==> src/rtl/static_buffer_drain.sv <==
// static_buffer_drain: pops words from a static_buffer and emits them as DMA write bursts
module static_buffer_drain #(
  parameter int WORD_WIDTH = 64,
  parameter int MAX_BURST  = 16,
  parameter int ADDR_WIDTH = 32,
  parameter int CNT_WIDTH  = 16,
  parameter int DEBUG      = 1,
  localparam int LW = $clog2(MAX_BURST) + 1
) (
  input  logic                  clk,
  input  logic                  rst,
  input  logic                  start,
  input  logic [ADDR_WIDTH-1:0] base_addr,
  input  logic [CNT_WIDTH-1:0]  total_words,
  output logic                  busy,
  output logic                  done,
  input  logic [WORD_WIDTH-1:0] src_data,
  input  logic                  src_empty,
  output logic                  src_ready,
  output logic                  wr_req_valid,
  input  logic                  wr_req_ready,
  output logic [ADDR_WIDTH-1:0] wr_req_addr,
  output logic [LW-1:0]         wr_req_len,
  output logic                  wr_data_valid,
  input  logic                  wr_data_ready,
  output logic [WORD_WIDTH-1:0] wr_data,
  output logic                  wr_data_last
);
  localparam logic [1:0] S_IDLE = 2'd0;
  localparam logic [1:0] S_REQ  = 2'd1;
  localparam logic [1:0] S_DATA = 2'd2;
  localparam logic [1:0] S_DONE = 2'd3;
  logic [1:0]            state;
  logic [ADDR_WIDTH-1:0] addr;
  logic [CNT_WIDTH-1:0]  remaining;
  logic [LW-1:0]         cur_len;
  logic [LW-1:0]         fetch_left;
  logic [LW-1:0]         pop_idx;
  logic                  last_hs;
  assign busy         = state != S_IDLE;
  assign done         = state == S_DONE;
  assign wr_req_valid = state == S_REQ;
  assign wr_req_addr  = addr;
  assign wr_req_len   = remaining >= CNT_WIDTH'(MAX_BURST) ? LW'(MAX_BURST) : LW'(remaining);
  assign src_ready    = state == S_DATA && !src_empty && fetch_left != '0 && (!wr_data_valid || wr_data_ready);
  assign last_hs      = wr_data_valid && wr_data_ready && wr_data_last;
  // control: burst slicing, address advance and per-burst pop accounting
  always_ff @(posedge clk or posedge rst) begin
    if (rst) begin
      state      <= S_IDLE;
      addr       <= '0;
      remaining  <= '0;
      cur_len    <= '0;
      fetch_left <= '0;
      pop_idx    <= '0;
    end else if (state == S_IDLE) begin
      if (start) begin
        state     <= total_words == '0 ? S_DONE : S_REQ;
        addr      <= base_addr;
        remaining <= total_words;
      end
    end else if (state == S_REQ) begin
      if (wr_req_ready) begin
        state      <= S_DATA;
        remaining  <= remaining - CNT_WIDTH'(wr_req_len);
        addr       <= addr + ADDR_WIDTH'(wr_req_len) * ADDR_WIDTH'(WORD_WIDTH / 8);
        cur_len    <= wr_req_len;
        fetch_left <= wr_req_len;
        pop_idx    <= '0;
      end
    end else if (state == S_DATA) begin
      if (src_ready) begin
        fetch_left <= fetch_left - LW'(1);
        pop_idx    <= pop_idx + LW'(1);
      end
      if (last_hs) state <= remaining == '0 ? S_DONE : S_REQ;
    end else begin
      state <= S_IDLE;
    end
  end
  // one-entry output register: loads on pop, drops valid on accept without refill
  always_ff @(posedge clk or posedge rst) begin
    if (rst) begin
      wr_data       <= '0;
      wr_data_valid <= 1'b0;
      wr_data_last  <= 1'b0;
    end else if (src_ready) begin
      wr_data       <= src_data;
      wr_data_valid <= 1'b1;
      wr_data_last  <= pop_idx == cur_len - LW'(1);
    end else if (wr_data_ready) begin
      wr_data_valid <= 1'b0;
      wr_data_last  <= 1'b0;
    end
  end
  if (DEBUG != 0) begin : g_dbg
    // pops only ever happen in DATA against a non-empty buffer
    always_ff @(posedge clk) begin
      assert (!(src_ready && (src_empty || state != S_DATA)));
    end
  end
endmodule

==> config.mk <==
export PLATFORM = sky130hd
export DESIGN_NAME = static_buffer_drain
export DESIGN_NICKNAME = d
export VERILOG_FILES = /design/src/rtl/static_buffer_drain.sv
export SDC_FILE = /design/constraint.sdc
export NUM_CORES = 1
export LEC_CHECK = 0
export BUFFER_PORTS_ARGS = -buffer_cell sky130_fd_sc_hd__buf_2
export CAP_MARGIN = 20
export CORE_AREA = 2 2 167 169
export CTS_CLUSTER_DIAMETER = 40
export DETAILED_ROUTE_END_ITERATION = 6
export DIE_AREA = 0 0 169 171
export PLACE_DENSITY = 0.46
export SLEW_MARGIN = 25
export SYNTH_ARGS = -nofsm -noshare
export SYNTH_HDL_FRONTEND = slang
export SYNTH_SLANG_ARGS = --single-unit
==> constraint.sdc <==
create_clock -name clk -period 8.25 [get_ports clk]
set_input_delay 1.2375 -clock clk [delete_from_list [all_inputs] [get_ports clk]]
set_output_delay 1.2375 -clock clk [all_outputs]
set_load 0.02 [all_outputs]
==> metrics.md <==
| Metric | Value |
|---|---|
| Outcome | `finished clean` |
| Largest family of logic cells by synthesized area | `compound AO/OA/AOI/OAI gates` |
| Initial Util | `24.5%` |
| P&R area growth vs syn | `29.5%` |
| Fmax | `0.247 GHz` |
| Initial antenna violation count | `1` |
| Worst path slowest cell | `buf_4` |
| Layout cells sized above 1 | `39.5%` |
| WL final | `21000 um` |
| Most frequent cells in the layout | `buf_2 (224), dfrtp_1 (131), mux2_2 (64), nand2_1 (61), nor2_1 (37)` |
| Compound-Gate Fraction of Synth Area | `16.4%` |
| CTS root buf | `clkbuf_16` |
| Final worst slack | `4200 ps` |
| Max clock buf depth | `2` |
| DR DRC count | `0` |
| Slowest stage delay, CP | `740 ps` |
| Worst Setup Start Kind | `primary input` |
| Max_slew headroom | `35.4%` |
| Post-DP HPWL | `14600 um` |
| WP data arrival | `2810 ps` |
| Post-Synth Simple-Gate Area | `16.3%` |
| Maximum VDD drop | `0.000323 V` |
| EDFF count, synth | `0` |
| Setup TNS | `0 ps` |
| Post-Synth Adder-Cell Area | `2.17%` |
| Worst-path clk slew | `70 ps` |
| Leak | `0.00398 uW` |
| GRT Util Overall | `14.6%` |
| Commonest non-fill, non-tap cell in the layout | `buf_2` |
| Xor/xnor share of the synthesized area | `1.05%` |
| FP Rows | `61` |
| Number of global-route vias before repair | `5740` |
| GPL Wtd Cong | `0.742` |
| Port-buffer cells | `224` |
| Fin nets | `982` |
| Grt ovf | `0` |
| Sequential share of the synthesized area | `49.0%` |
| Final Setup Violations | `0` |
| Switching Fraction | `43.7%` |
| Pwr Density | `411 mW/mm^2` |
| First-pass GRT wire length | `32900 um` |
| Worst-margin pin slew | `969 ps` |
| Comb power frac | `45.4%` |
| Period minus WS final | `4050 ps` |
| Synth warn | `0` |
| Tot Pwr | `3570 uW` |
| Worst hold margin | `481 ps` |
| Final setup skew | `12.3 ps` |
| Mux share of post-synthesis cell area | `10.9%` |
| Die H | `171 um` |
| Top cell by count, worst path | `buf_2` |
| Syn nets | `768` |
| Worst EP required | `7010 ps` |
| Cts bufs inserted | `17` |
| Core footprint | `0.0273 mm^2` |
| Syn Area/Cell | `10.5 um^2` |
| Routed via count | `5821` |
| Clock Latency Late Sink | `420 ps` |
| Largest net degree at the start of global routing | `81` |
| Synth Instances | `639` |
| Fill cell count | `2881` |
| Unique masters post-synth | `69` |
| Final Cycle Share | `49.1%` |
| CTS tree | `built` |
| Antenna Nets Post-Route | `0` |
| Cells along the critical path | `buf_2, nor3b_2, nand3_2, inv_2, buf_4, buf_2` |
| Synth Flop Type | `dfrtp_1` |
| DP Worst Slack | `4180 ps` |
| I/O pins | `225` |
| First DRT Iteration DRCs | `341` |
| Post-CTS setup buffers | `0` |
| ANT cells | `0` |
| Setup CP Type | `in2out` |
| Worst hold path type | `reg2reg` |
| WL/cell | `17.3 um` |
| Max-cap viol count | `0` |
| Flops & latches, synth | `131` |
| Quantity of gates resized following cts | `0` |
| Post-detailed-route via-to-cell ratio | `4.80` |
| Clock power share | `21.1%` |
| Int Power | `2010 uW` |
| Sequential fraction of design power | `33.4%` |
| Switching power | `1560 uW` |
| Max-slew violation count | `0` |
| Syn Std Cell Area | `0.00670 mm^2` |
| Full die area | `0.0289 mm^2` |
| # clock sinks | `131` |
| H-tree Lvls | `4` |
| CP endpoint kind | `primary output` |
| Asr flop ratio synth | `100%` |
| Crit-path max FO | `80` |
| Final hold vios | `0` |
| RSZ-0062 raised after global routing | `no` |
| CTS Hold Bufs | `0` |
| Die X-Extent | `169 um` |
| DR pass1 iterations | `5` |
-- registers in the layout (all words and copies together) (netlist names) --
signal and count:
wr_data 64, wr_req_addr 32, remaining 16, cur_len 5, fetch_left 5, pop_idx 5
state 2, wr_data_last 1, wr_data_valid 1
-- cell usage after synthesis, drive strengths merged, types with 10 or more instances --
library cell  number  area (um^2)
a21oi             31          159
clkbuf            11         41.3
ha                10          125
nand4             13         81.3
buf               24          164
nor3              12         60.1
a311oi            11         96.3
o21ai             34          170
inv               18         67.6
nand3             20          105
dfrtp            131         3280
nand2             61          229
and3              12         75.1
o22ai             14         87.6
nor2              39          151
a211oi            13          103
mux2              64          721
or3               10         62.6
-- metrics by stage --
step | area, um^2 | instances | utilization, %
floorplan | 6700 | 639 | -
global route | 8670 | 1212 | 31.7
global placement | 8100 | 1180 | 29.7
CTS | 8670 | 1212 | 31.7
finish | 8670 | 1212 | 31.7
detailed placement | 8100 | 1180 | 29.7
-- worst max-delay path, delay by kind of cell --
family	cells	cell delay (ps)
buffers and inverters	4	1210
and+or+nand+nor	2	330
-- routing by layer --
layer / track usage (%) / wire, um
met1: 20.1 / 9930
met2: 22.6 / 9300
met3: 3.77 / 1530
met4: 4.01 / 205
met5: 0 / 13
-- power groups by stage --
stage	Clock [uW]	Sequential [uW]	Combinational, uW
CTS	785	1190	1640
global route	813	1250	1780
finish	754	1190	1620
detailed placement	0	1200	1640
floorplan	0	1440	876
global placement	0	1200	1630
-- cell families (layout without fill, tap and decap cells) --
| family | count (synthesis) | in the layout |
|---|---|---|
| compound gates | 162 | 162 |
| xor+xnor | 8 | 8 |
| fa+ha+maj | 11 | 11 |
| buf+inv | 54 | 281 |
| flops | 131 | 131 |
| mux | 65 | 65 |
| other cells | 1 | 1 |
| simple gates | 207 | 207 |
-- path summary, 6_finish.rpt --
| path | cells past startpoint | end | start | slack (ps) |
|---|---|---|---|---|
| worst max register to register | 12 | wr_req_addr[31] | remaining[12] | 4520 |
| min in group asynchronous | 2 | wr_data[1] | rst | 890 |
| worst max-delay path | 6 | src_ready | src_empty | 4200 |
| worst min register to register | 2 | wr_req_addr[0] | wr_req_addr[0] | 480 |
| worst min-delay path | 2 | wr_req_addr[0] | wr_req_addr[0] | 480 |
| max in group asynchronous | 3 | wr_req_addr[4] | rst | 5990 |
-- final cells by class --
class                   count  area (um^2)  share of cell area [%]
clock buffers              18          429                    4.95
clock inverters            14          140                    1.62
multi-input cells         454         3150                    36.3
repair buffers            230         1170                    13.4
flip-flops and latches    131         3280                    37.8
well taps                 346          433                    4.99
inverters                  19         76.3                   0.880
Power figures use the tool's default switching activity.
